==> src/rtl/radar_sim_sequencer.sv <==
// Run-control scheduler for the radar simulator: arms on calibrated turn
// statistics, tracks azimuth and sweep index in RUN, and watches for lost
// ARP/TRIG and ACP count anomalies.
module radar_sim_sequencer #(
    parameter int unsigned DATA_WIDTH = 32,
    parameter int unsigned CAL_TURNS  = 2,
    parameter int unsigned ACP_TOL    = 1
) (
    input  logic                  SYS_CLK,
    input  logic                  SYS_RESETN,
    input  logic                  ENABLE,
    input  logic                  ARP_PULSE,
    input  logic                  ACP_PULSE,
    input  logic                  TRIG_PULSE,
    input  logic                  US_TICK,
    input  logic                  CALIBRATED,
    input  logic [DATA_WIDTH-1:0] ARP_US,
    input  logic [DATA_WIDTH-1:0] ACP_CNT,
    input  logic [DATA_WIDTH-1:0] TRIG_US,
    output logic [2:0]            STATE,
    output logic                  RUNNING,
    output logic                  TURN_START,
    output logic                  SWEEP_START,
    output logic [DATA_WIDTH-1:0] AZIMUTH,
    output logic [DATA_WIDTH-1:0] SWEEP_AZ,
    output logic [DATA_WIDTH-1:0] SWEEP_IDX,
    output logic [1:0]            FAULT_CODE
);

    typedef logic [DATA_WIDTH-1:0] word_t;
    typedef logic [DATA_WIDTH:0]   wide_t;

    typedef enum logic [2:0] {
        StIdle    = 3'd0,
        StWaitCal = 3'd1,
        StWaitArp = 3'd2,
        StRun     = 3'd3,
        StFault   = 3'd4
    } state_e;

    localparam logic [1:0] FaultNone = 2'd0;
    localparam logic [1:0] FaultAcp  = 2'd1;
    localparam logic [1:0] FaultArp  = 2'd2;
    localparam logic [1:0] FaultTrig = 2'd3;

    state_e     state_q;
    logic       running_q;
    logic       turn_start_q;
    logic       sweep_start_q;
    word_t      azimuth_q;
    word_t      sweep_az_q;
    word_t      sweep_idx_q;
    logic [1:0] fault_code_q;
    word_t      sweep_cnt_q;
    word_t      us_since_arp_q;
    word_t      us_since_trig_q;
    logic [3:0] cal_cnt_q;
    word_t      ref_arp_q;
    word_t      ref_acp_q;
    word_t      ref_trig_q;

    word_t acp_lo;
    wide_t acp_hi;
    wide_t arp_limit;
    wide_t trig_limit;
    wide_t az_inc;
    word_t az_nxt;
    word_t sweep_base;
    word_t us_arp_nxt;
    word_t us_trig_nxt;
    logic  arp_bad;
    logic  acp_over;
    logic  arp_lost;
    logic  trig_lost;

    function automatic word_t sat_inc(input word_t v, input logic tick);
        return (tick && (v != '1)) ? v + word_t'(1) : v;
    endfunction

    // Next-cycle azimuth/watchdog values and the fault windows derived from the references.
    always_comb begin
        acp_lo      = (ref_acp_q >= word_t'(ACP_TOL)) ? ref_acp_q - word_t'(ACP_TOL) : '0;
        acp_hi      = wide_t'(ref_acp_q) + wide_t'(ACP_TOL);
        arp_limit   = wide_t'(ref_arp_q) + wide_t'(ref_arp_q >> 3);
        trig_limit  = {ref_trig_q, 1'b0};
        az_inc      = wide_t'(azimuth_q) + wide_t'(1);
        az_nxt      = azimuth_q;
        if (ARP_PULSE) begin
            az_nxt = word_t'(ACP_PULSE);
        end else if (ACP_PULSE) begin
            az_nxt = azimuth_q + word_t'(1);
        end
        sweep_base  = ARP_PULSE ? '0 : sweep_cnt_q;
        us_arp_nxt  = ARP_PULSE ? word_t'(US_TICK) : sat_inc(us_since_arp_q, US_TICK);
        us_trig_nxt = TRIG_PULSE ? word_t'(US_TICK) : sat_inc(us_since_trig_q, US_TICK);
        // Pre-ARP azimuth is the number of ACPs seen in the turn that just ended.
        arp_bad     = ARP_PULSE && ((wide_t'(azimuth_q) > acp_hi) || (azimuth_q < acp_lo));
        acp_over    = !ARP_PULSE && ACP_PULSE && (az_inc > acp_hi);
        arp_lost    = wide_t'(us_arp_nxt) > arp_limit;
        trig_lost   = wide_t'(us_trig_nxt) > trig_limit;
    end

    // Run-control FSM with registered outputs, counters and latched references.
    always_ff @(posedge SYS_CLK) begin
        if (!SYS_RESETN) begin
            state_q         <= StIdle;
            running_q       <= 1'b0;
            turn_start_q    <= 1'b0;
            sweep_start_q   <= 1'b0;
            azimuth_q       <= '0;
            sweep_az_q      <= '0;
            sweep_idx_q     <= '0;
            fault_code_q    <= FaultNone;
            sweep_cnt_q     <= '0;
            us_since_arp_q  <= '0;
            us_since_trig_q <= '0;
            cal_cnt_q       <= '0;
            ref_arp_q       <= '0;
            ref_acp_q       <= '0;
            ref_trig_q      <= '0;
        end else begin
            turn_start_q  <= 1'b0;
            sweep_start_q <= 1'b0;
            running_q     <= 1'b0;
            if (!ENABLE) begin
                state_q <= StIdle;
            end else begin
                case (state_q)
                    StIdle: begin
                        state_q      <= StWaitCal;
                        fault_code_q <= FaultNone;
                        cal_cnt_q    <= '0;
                    end
                    StWaitCal: begin
                        if (ARP_PULSE) begin
                            if (CALIBRATED) begin
                                cal_cnt_q <= cal_cnt_q + 4'd1;
                                if (cal_cnt_q + 4'd1 == 4'(CAL_TURNS)) begin
                                    state_q    <= StWaitArp;
                                    ref_arp_q  <= ARP_US;
                                    ref_acp_q  <= ACP_CNT;
                                    ref_trig_q <= TRIG_US;
                                end
                            end else begin
                                cal_cnt_q <= '0;
                            end
                        end
                    end
                    StWaitArp: begin
                        // Entry ARP: turn reset without the ACP count check.
                        if (ARP_PULSE) begin
                            state_q         <= StRun;
                            running_q       <= 1'b1;
                            turn_start_q    <= 1'b1;
                            azimuth_q       <= az_nxt;
                            us_since_arp_q  <= word_t'(US_TICK);
                            us_since_trig_q <= word_t'(US_TICK);
                            sweep_cnt_q     <= TRIG_PULSE ? word_t'(1) : '0;
                            if (TRIG_PULSE) begin
                                sweep_start_q <= 1'b1;
                                sweep_az_q    <= az_nxt;
                                sweep_idx_q   <= '0;
                            end
                        end
                    end
                    StRun: begin
                        if (arp_bad || acp_over) begin
                            state_q      <= StFault;
                            fault_code_q <= FaultAcp;
                        end else if (arp_lost) begin
                            state_q      <= StFault;
                            fault_code_q <= FaultArp;
                        end else if (trig_lost) begin
                            state_q      <= StFault;
                            fault_code_q <= FaultTrig;
                        end else begin
                            running_q       <= 1'b1;
                            turn_start_q    <= ARP_PULSE;
                            azimuth_q       <= az_nxt;
                            us_since_arp_q  <= us_arp_nxt;
                            us_since_trig_q <= us_trig_nxt;
                            if (TRIG_PULSE) begin
                                sweep_start_q <= 1'b1;
                                sweep_az_q    <= az_nxt;
                                sweep_idx_q   <= sweep_base;
                                sweep_cnt_q   <= sweep_base + word_t'(1);
                            end else begin
                                sweep_cnt_q   <= sweep_base;
                            end
                        end
                    end
                    StFault: begin
                        // Frozen until ENABLE drops.
                    end
                    default: begin
                        state_q <= StIdle;
                    end
                endcase
            end
        end
    end

    assign STATE       = state_q;
    assign RUNNING     = running_q;
    assign TURN_START  = turn_start_q;
    assign SWEEP_START = sweep_start_q;
    assign AZIMUTH     = azimuth_q;
    assign SWEEP_AZ    = sweep_az_q;
    assign SWEEP_IDX   = sweep_idx_q;
    assign FAULT_CODE  = fault_code_q;

endmodule

==> config.mk <==
export PLATFORM = sky130hd
export DESIGN_NAME = radar_sim_sequencer
export DESIGN_NICKNAME = d
export VERILOG_FILES = /design/src/rtl/radar_sim_sequencer.sv
export SDC_FILE = /design/constraint.sdc
export NUM_CORES = 1
export LEC_CHECK = 0
export CORE_ASPECT_RATIO = 0.8
export CORE_MARGIN = 4
export CORE_UTILIZATION = 46
export DETAILED_ROUTE_END_ITERATION = 16
export DONT_BUFFER_PORTS = 1
export SYNTH_ARGS = -nofsm -noshare
export SYNTH_HDL_FRONTEND = slang
export SYNTH_SLANG_ARGS = --single-unit
==> constraint.sdc <==
create_clock -name SYS_CLK -period 6.1 [get_ports SYS_CLK]
set_input_delay 1.22 -clock SYS_CLK [delete_from_list [all_inputs] [get_ports SYS_CLK]]
set_output_delay 1.22 -clock SYS_CLK [all_outputs]
set_load 0.005 [all_outputs]
==> results of run 1 <==
per-layer routing:
layer,GRT usage,wire (µm),vias up
met5,0,0,-
met4,0.0571,1150,0
met3,0.0497,5220,83
met2,0.377,27900,641
met1,0.381,31700,9622
li1,-,-,10100
metrics by stage:
step / hold WS (ns) / utilization / total power, mW / TNS (ns) / worst slack, ns
global placement: 0.445 / 0.482 / 2.12 / 0 / 0.114
CTS: 0.457 / 0.507 / 4.29 / 0 / 0.0589
global route: 0.469 / 0.510 / 4.39 / -0.0551 / -0.0225
detailed placement: 0.449 / 0.482 / 2.12 / -0.0206 / -0.00555
finish: 0.455 / 0.510 / 4.26 / 0 / 0.220
floorplan: 0.436 / - / 2.10 / 0 / 0.851
registers in the layout, summed over array words and instances, names as in the netlist:
name             count
ref_acp_q           32
sweep_cnt_q         32
RUNNING              1
TURN_START           1
STATE                3
cal_cnt_q            4
SWEEP_AZ            32
us_since_trig_q     32
SWEEP_IDX           32
ref_arp_q           32
SWEEP_START          1
FAULT_CODE           2
AZIMUTH             32
us_since_arp_q      32
ref_trig_q          32
cell families after synthesis:
group / count (synthesis) / share of synthesized area
XOR/XNOR: 188 / 0.0776
AO/OA/AOI/OAI: 621 / 0.170
AND/OR/NAND/NOR: 1276 / 0.282
multiplexers: 43 / 0.0204
flip-flops: 300 / 0.283
buffers and inverters: 268 / 0.0506
adder cells (fa/ha/maj): 198 / 0.117
worst max-delay path by stage:
stage	from	to	slack, ns	cells after the start
floorplan	ref_acp_q[9]	AZIMUTH[0]	0.85	23
global placement	ref_acp_q[0]	SWEEP_AZ[31]	0.11	21
detailed placement	ref_acp_q[0]	SWEEP_AZ[9]	-0.006	21
CTS	ref_acp_q[0]	SWEEP_AZ[20]	0.06	21
global route	ref_acp_q[0]	SWEEP_AZ[1]	-0.02	22
finish	ref_acp_q[0]	SWEEP_AZ[26]	0.22	22
cells in the final DEF (no fill, tap or decap), types with 24 or more instances in the layout:
cell and instances:
sky130_fd_sc_hd__xor2_1 105, sky130_fd_sc_hd__and4_1 26, sky130_fd_sc_hd__ha_1 197, sky130_fd_sc_hd__inv_1 81, sky130_fd_sc_hd__a21oi_1 337, sky130_fd_sc_hd__and3_1 34
sky130_fd_sc_hd__nor3_1 64, sky130_fd_sc_hd__buf_4 76, sky130_fd_sc_hd__dfxtp_1 300, sky130_fd_sc_hd__mux2i_1 41, sky130_fd_sc_hd__nand2_1 531, sky130_fd_sc_hd__clkbuf_16 37
sky130_fd_sc_hd__or3_1 24, sky130_fd_sc_hd__nor2_1 218, sky130_fd_sc_hd__nand3_1 187, sky130_fd_sc_hd__nand4_1 75, sky130_fd_sc_hd__o21ai_0 113, sky130_fd_sc_hd__xnor2_1 83
final cells by class:
cell class	instances	share of cell area
multi-input cells	2326	0.611
flip-flops and latches	300	0.258
clock buffers	47	0.0426
repair buffers	88	0.0343
well taps	612	0.0329
inverters	83	0.0137
clock inverters	17	0.00774
diodes	1	0.000107
critical path: stages (launching register included):
cell,delay [ns]
sky130_fd_sc_hd__dfxtp_1,0.31
sky130_fd_sc_hd__or4_4,0.55
sky130_fd_sc_hd__nor4b_2,0.29
sky130_fd_sc_hd__buf_4,0.18
sky130_fd_sc_hd__nand2_2,0.08
sky130_fd_sc_hd__or4_4,0.44
sky130_fd_sc_hd__or3_4,0.38
sky130_fd_sc_hd__or3_4,0.36
sky130_fd_sc_hd__nor3_4,0.12
sky130_fd_sc_hd__xor2_1,0.15
sky130_fd_sc_hd__nand2_1,0.07
sky130_fd_sc_hd__ha_1,0.31
sky130_fd_sc_hd__a2111oi_1,0.41
sky130_fd_sc_hd__o21ai_1,0.16
sky130_fd_sc_hd__a221oi_2,0.37
sky130_fd_sc_hd__nand2b_1,0.15
sky130_fd_sc_hd__nor4_4,0.34
sky130_fd_sc_hd__and4b_2,0.33
sky130_fd_sc_hd__a21oi_4,0.18
sky130_fd_sc_hd__buf_4,0.19
sky130_fd_sc_hd__buf_12,0.15
sky130_fd_sc_hd__o21ai_0,0.09
sky130_fd_sc_hd__a21oi_1,0.15
what timing repair did:
item / in CTS / in global routing
pin swaps: 0 / 3
gates resized for setup: 1 / 12
gates cloned: 0 / 1
endpoints found under the setup margin: 48 / 196
buffers inserted: 0 / 8
power groups by stage:
| stage | sequential [mW] | clock [mW] | combinational (mW) |
|---|---|---|---|
| floorplan | 2.00 | 0 | 0.0997 |
| global placement | 2.01 | 0 | 0.111 |
| detailed placement | 2.01 | 0 | 0.112 |
| CTS | 1.96 | 2.22 | 0.113 |
| global route | 1.96 | 2.30 | 0.127 |
| finish | 1.96 | 2.18 | 0.118 |
==> flow_metrics.env, run 1 <==
export IMPL_ys_ff_latch=300
export IMPL_worstReg2RegStart="ref_acp_q[0]"
export IMPL_worst_r2r_setup_slack_ns=0.22
export IMPL_critical_path_peak_fanout=14
export IMPL_synth_top_cells_by_area="sky130_fd_sc_hd__dfxtp_1 28%, sky130_fd_sc_hd__ha_1 12%, sky130_fd_sc_hd__nand2_1 9.4%"
export IMPL_place_gp_congestion=0.907
export IMPL_placeableCoreArea_mm2=0.0456
export IMPL_synth_top_cells_by_count="531 x sky130_fd_sc_hd__nand2_1, 338 x sky130_fd_sc_hd__a21oi_1, 300 x sky130_fd_sc_hd__dfxtp_1, 221 x sky130_fd_sc_hd__nor2_1, 197 x sky130_fd_sc_hd__ha_1"
export IMPL_timing_reg2reg_worst_path_depth=22
export IMPL_clock_skew_ns=0.0328
export IMPL_synthesis_instances=2894
export IMPL_synth_ff_type="sky130_fd_sc_hd__dfxtp_1"
export IMPL_areaGrowthSynthToFinish_pct=9.69
export IMPL_initialDrtViolationCount=1609
export IMPL_max_slew_worst_pin_slew_ns=1.10
export IMPL_synth_edff_count=0
export IMPL_synth_largest_type_area_fraction=0.283
export IMPL_drt_vias_per_instance=5.88
export IMPL_detail_route_wl_per_cell_um=19.0
export IMPL_fin_cells=3474
export IMPL_grt_total_usage=0.254
export IMPL_drive_gt1_frac=0.0647
export IMPL_hold_path_depth=2
export IMPL_number_of_violations_of_the_max_capacitance_limit=0
export IMPL_cp_required_ns=6.56
export IMPL_multi_input_comb_area_mm2=0.0142
export IMPL_min_path_type="flip-flop to flip-flop"
export IMPL_cts_htree_levels=2
export IMPL_fp_dieArea_mm2=0.0497
export IMPL_total_switching_power_mw=1.02
export IMPL_ctsHoldBuffers=0
export IMPL_outcome="finished clean"
export IMPL_initial_utilization=0.465
export IMPL_clkTransAtPathRegs_ns=0.06
export IMPL_post_route_clock_period_utilization=0.964
export IMPL_postRouteAntennaNets=0
export IMPL_clock_path_buffers=3
export IMPL_yosys_warnings=0
export IMPL_grt_pass1_vias=19100
export IMPL_synth_seq_area_share=0.283
export IMPL_regToRegEndpoint="SWEEP_AZ[26]"
export IMPL_detailed_place_hpwl_um=48300
export IMPL_power_per_cell_area_mw_per_mm2=183
export IMPL_worstSkewPairLatency_ns=0.56
export IMPL_clock_power_share=0.512
export IMPL_setup_viol=0
export IMPL_synth_area_mm2=0.0212
export IMPL_slew_headroom=0.267
export IMPL_fmax_mhz=170
export IMPL_endpoint_kind="flip-flop"
export IMPL_synth_async_reset_ratio=0
export IMPL_numPortBuffers=0
export IMPL_synth_most_common_cell="sky130_fd_sc_hd__nand2_1"
export IMPL_ios=208
export IMPL_timing_hold_worst_endpoint="ref_trig_q[11]"
export IMPL_area_occupied_by_registers_mm2=0.00601
export IMPL_antenna_violations_before_repair=0
export IMPL_fp_row_count=70
export IMPL_vdd_ir_drop_worst_uv=193
export IMPL_yosys_cell_types_count=81
export IMPL_finalNetCount=3136
export IMPL_hold_path_startpoint="ref_trig_q[11]"
export IMPL_finalInstanceArea_mm2=0.0233
export IMPL_maxSlewViolCount=0
export IMPL_placed_cells_incl_taps=3400
export IMPL_sw_frac_of_total=0.239
export IMPL_die_width_um=248
export IMPL_clock_root_buffer="sky130_fd_sc_hd__clkbuf_16"
export IMPL_intPower_mw=3.24
export IMPL_detailedRoute_firstPassIterationCount=6
export IMPL_dieHeight_um=200
export IMPL_placed_cell_area_mm2=0.0220
export IMPL_wl_final_um=66000
export IMPL_grt_start_max_net_pins=148
export IMPL_clock_sinks=300
export IMPL_vias=20400
export IMPL_syn_avg_cell_area_um2=7.33
export IMPL_remaining_drc_errors=0
export IMPL_synth_largest_area_cell="sky130_fd_sc_hd__dfxtp_1"
export IMPL_clock_tree_from_tritoncts="yes"
export IMPL_hold_violations=0
export IMPL_power_leakage_nw=8.76
export IMPL_timing_final_crit_period_ns=5.88
export IMPL_filler_cell_count=4395
export IMPL_power_frac_seq=0.461
export IMPL_synthesis_nets=3196
export IMPL_critical_path_class="flip-flop to flip-flop"
export IMPL_worst_endpoint_arrival_ns=6.34
export IMPL_startpoint_type="flip-flop"
export IMPL_grt_first_pass_wirelength_um=104000
export IMPL_comb_power_share=0.028
export IMPL_grt_overflow=0
export IMPL_inserted_clock_buffers=35
Power figures use the tool's default switching activity.
==> inputs of run 2 (changes only) <==
--- a/config.mk
+++ b/config.mk
@@ -10,6 +10,8 @@
 export CORE_UTILIZATION = 46
 export DETAILED_ROUTE_END_ITERATION = 16
 export DONT_BUFFER_PORTS = 1
+export MAX_ROUTING_LAYER = met4
+export REMOVE_ABC_BUFFERS = 1
 export SYNTH_ARGS = -nofsm -noshare
 export SYNTH_HDL_FRONTEND = slang
 export SYNTH_SLANG_ARGS = --single-unit
==> flow_metrics.env, run 2 (synthesized netlist as in run 1, its figures left out) <==
export IMPL_ctsHoldBuffers=0
export IMPL_met1_wl_um=32100
export IMPL_grt_first_pass_wirelength_um=103000
export IMPL_ios=208
export IMPL_drt_vias_per_instance=5.85
export IMPL_detailedRoute_firstPassIterationCount=6
export IMPL_critical_path_class="flip-flop to flip-flop"
export IMPL_finalNetCount=3141
export IMPL_power_leakage_nw=8.82
export IMPL_crit_path_cell_trace="ha_1 > a2111oi_1 > o21ai_0 > a221oi_1 > a2111oi_1 > o21ai_0 > o21bai_1 > a21bo_2 > xnor2_1 > ha_1 > nand4_1 > or4_1 > nand3b_1 > o211a_1 > o21ai_0 > buf_4 > o211a_1 > nand2_1 > nor2_1 > a32o_1"
export IMPL_placeableCoreArea_mm2=0.0456
export IMPL_fmax_mhz=175
export IMPL_clkTransAtPathRegs_ns=0.06
export IMPL_remaining_drc_errors=0
export IMPL_min_path_type="flip-flop to flip-flop"
export IMPL_critical_path_peak_fanout=7
export IMPL_startpoint_type="flip-flop"
export IMPL_max_slew_worst_pin_slew_ns=1.09
export IMPL_met3WireLength_um=4580
export IMPL_clock_path_buffers=3
export IMPL_fp_row_count=70
export IMPL_clock_tree_from_tritoncts="yes"
export IMPL_layout_commonest_cell="sky130_fd_sc_hd__nand2_1"
export IMPL_hold_violations=0
export IMPL_die_width_um=248
export IMPL_initialDrtViolationCount=1664
export IMPL_timing_final_crit_period_ns=5.72
export IMPL_endpoint_kind="flip-flop"
export IMPL_fp_dieArea_mm2=0.0497
export IMPL_outcome="finished clean"
export IMPL_antenna_violations_before_repair=1
export IMPL_setup_repair_after_global_routing_missed_its_margin="no"
export IMPL_clock_skew_ns=0.0210
export IMPL_worstSkewPairLatency_ns=0.54
export IMPL_post_route_clock_period_utilization=0.937
export IMPL_worst_endpoint_arrival_ns=6.19
export IMPL_final_cell_mix="531 x sky130_fd_sc_hd__nand2_1, 336 x sky130_fd_sc_hd__a21oi_1, 300 x sky130_fd_sc_hd__dfxtp_1"
export IMPL_hold_slack_ns=0.452
export IMPL_highest_metal_layer_used_by_the_detailed_router="met4"
export IMPL_grt_start_max_net_pins=141
export IMPL_detail_route_wl_per_cell_um=18.5
export IMPL_filler_cell_count=4437
export IMPL_setup_viol=0
export IMPL_fin_cells=3478
export IMPL_areaGrowthSynthToFinish_pct=9.99
export IMPL_cp_required_ns=6.58
export IMPL_power_per_cell_area_mw_per_mm2=187
export IMPL_clock_root_buffer="sky130_fd_sc_hd__clkbuf_16"
export IMPL_numPortBuffers=0
export IMPL_vdd_ir_drop_worst_uv=156
export IMPL_crit_path_max_incr_delay_ns=0.59
export IMPL_drive_gt1_frac=0.0674
export IMPL_maxSlewViolCount=0
export IMPL_grt_total_usage=0.259
export IMPL_clock_sinks=300
export IMPL_grt_pass1_vias=18900
export IMPL_wl_final_um=64400
export IMPL_grt_overflow=0
export IMPL_critical_path_slowest_cell="sky130_fd_sc_hd__or4_1"
export IMPL_slew_headroom=0.271
export IMPL_initial_utilization=0.465
export IMPL_route_met2_wl_um=26600
export IMPL_number_of_violations_of_the_max_capacitance_limit=0
export IMPL_detailed_place_hpwl_um=46900
export IMPL_inserted_clock_buffers=36
export IMPL_dieHeight_um=200
export IMPL_critPathMostFrequentCell="sky130_fd_sc_hd__o21ai_0"
export IMPL_place_gp_congestion=0.911
export IMPL_placed_cells_incl_taps=3405
export IMPL_finalSetupTns_ns=0
export IMPL_vias=20400
export IMPL_postRouteAntennaNets=0
export IMPL_cts_htree_levels=2
-- run 2: cell count changes in the layout (fill, tap and decap cells not counted), moves of 2 or more --
cell                        change
sky130_fd_sc_hd__clkbuf_1       -3
sky130_fd_sc_hd__bufinv_16      +3
sky130_fd_sc_hd__inv_6          -5
sky130_fd_sc_hd__buf_12         -2
sky130_fd_sc_hd__clkinv_2       +4
sky130_fd_sc_hd__buf_4          +8
sky130_fd_sc_hd__buf_6          -2
-- run 2: cell type report --
type,count,area [µm²],share of cell area
Tap cell,612,766,0.0328
Sequential cell,300,6010,0.257
Multi-Input combinational cell,2326,14200,0.609
Clock buffer,44,992,0.0425
Clock inverter,20,246,0.0106
Inverter,83,319,0.0137
Timing Repair Buffer,92,796,0.0341
Antenna cell,1,2.50,0.000107
-- run 2: routing by layer --
metal  up-vias  GRT usage
li1      10100          -
met1      9605      0.385
met2       590      0.367
met3        68     0.0444
met4         0     0.0547
met5         -          -
-- run 2: power by group --
part,internal (mW),switching (mW)
registers,1.96,0.00301
clock network,1.38,0.903
logic,0.0305,0.0884
-- run 2: worst paths after layout --
path	from	end	slack [ns]	cells past startpoint
max reg2reg	ref_arp_q[12]	AZIMUTH[27]	0.38	20
min	ref_trig_q[3]	ref_trig_q[3]	0.45	2
min reg2reg	ref_trig_q[3]	ref_trig_q[3]	0.45	2
max	ref_arp_q[12]	AZIMUTH[27]	0.38	20
-- run 2: what timing repair did --
action                                  in CTS  in global routing
endpoints found under the setup margin       0                198
gates resized for setup                      0                 11
setup buffers                                0                  7
hold endpoints to repair                     0                  0
-- run 2: critical path, delay by kind of cell, from the launching register on --
kind	cells	cell delay, ns
AOI/OAI and AO/OA	11	2.73
xor gates and xnor gates	1	0.12
adders and majority gates	2	0.67
buffers and inverters	1	0.21
DFF	1	0.34
and+or+nand+nor	5	1.57
-- run 2: per-stage QoR --
step	cell area (µm²)	setup WS, ns	power [mW]	util
2_1_floorplan	20500	-1.93	2.07	-
3_3_place_gp	22000	0.00549	2.12	0.482
3_5_place_dp	22000	0.0158	2.12	0.482
4_1_cts	23200	0.0235	4.41	0.509
5_1_grt	23300	0.00863	4.51	0.512
6_report	23300	0.384	4.36	0.512
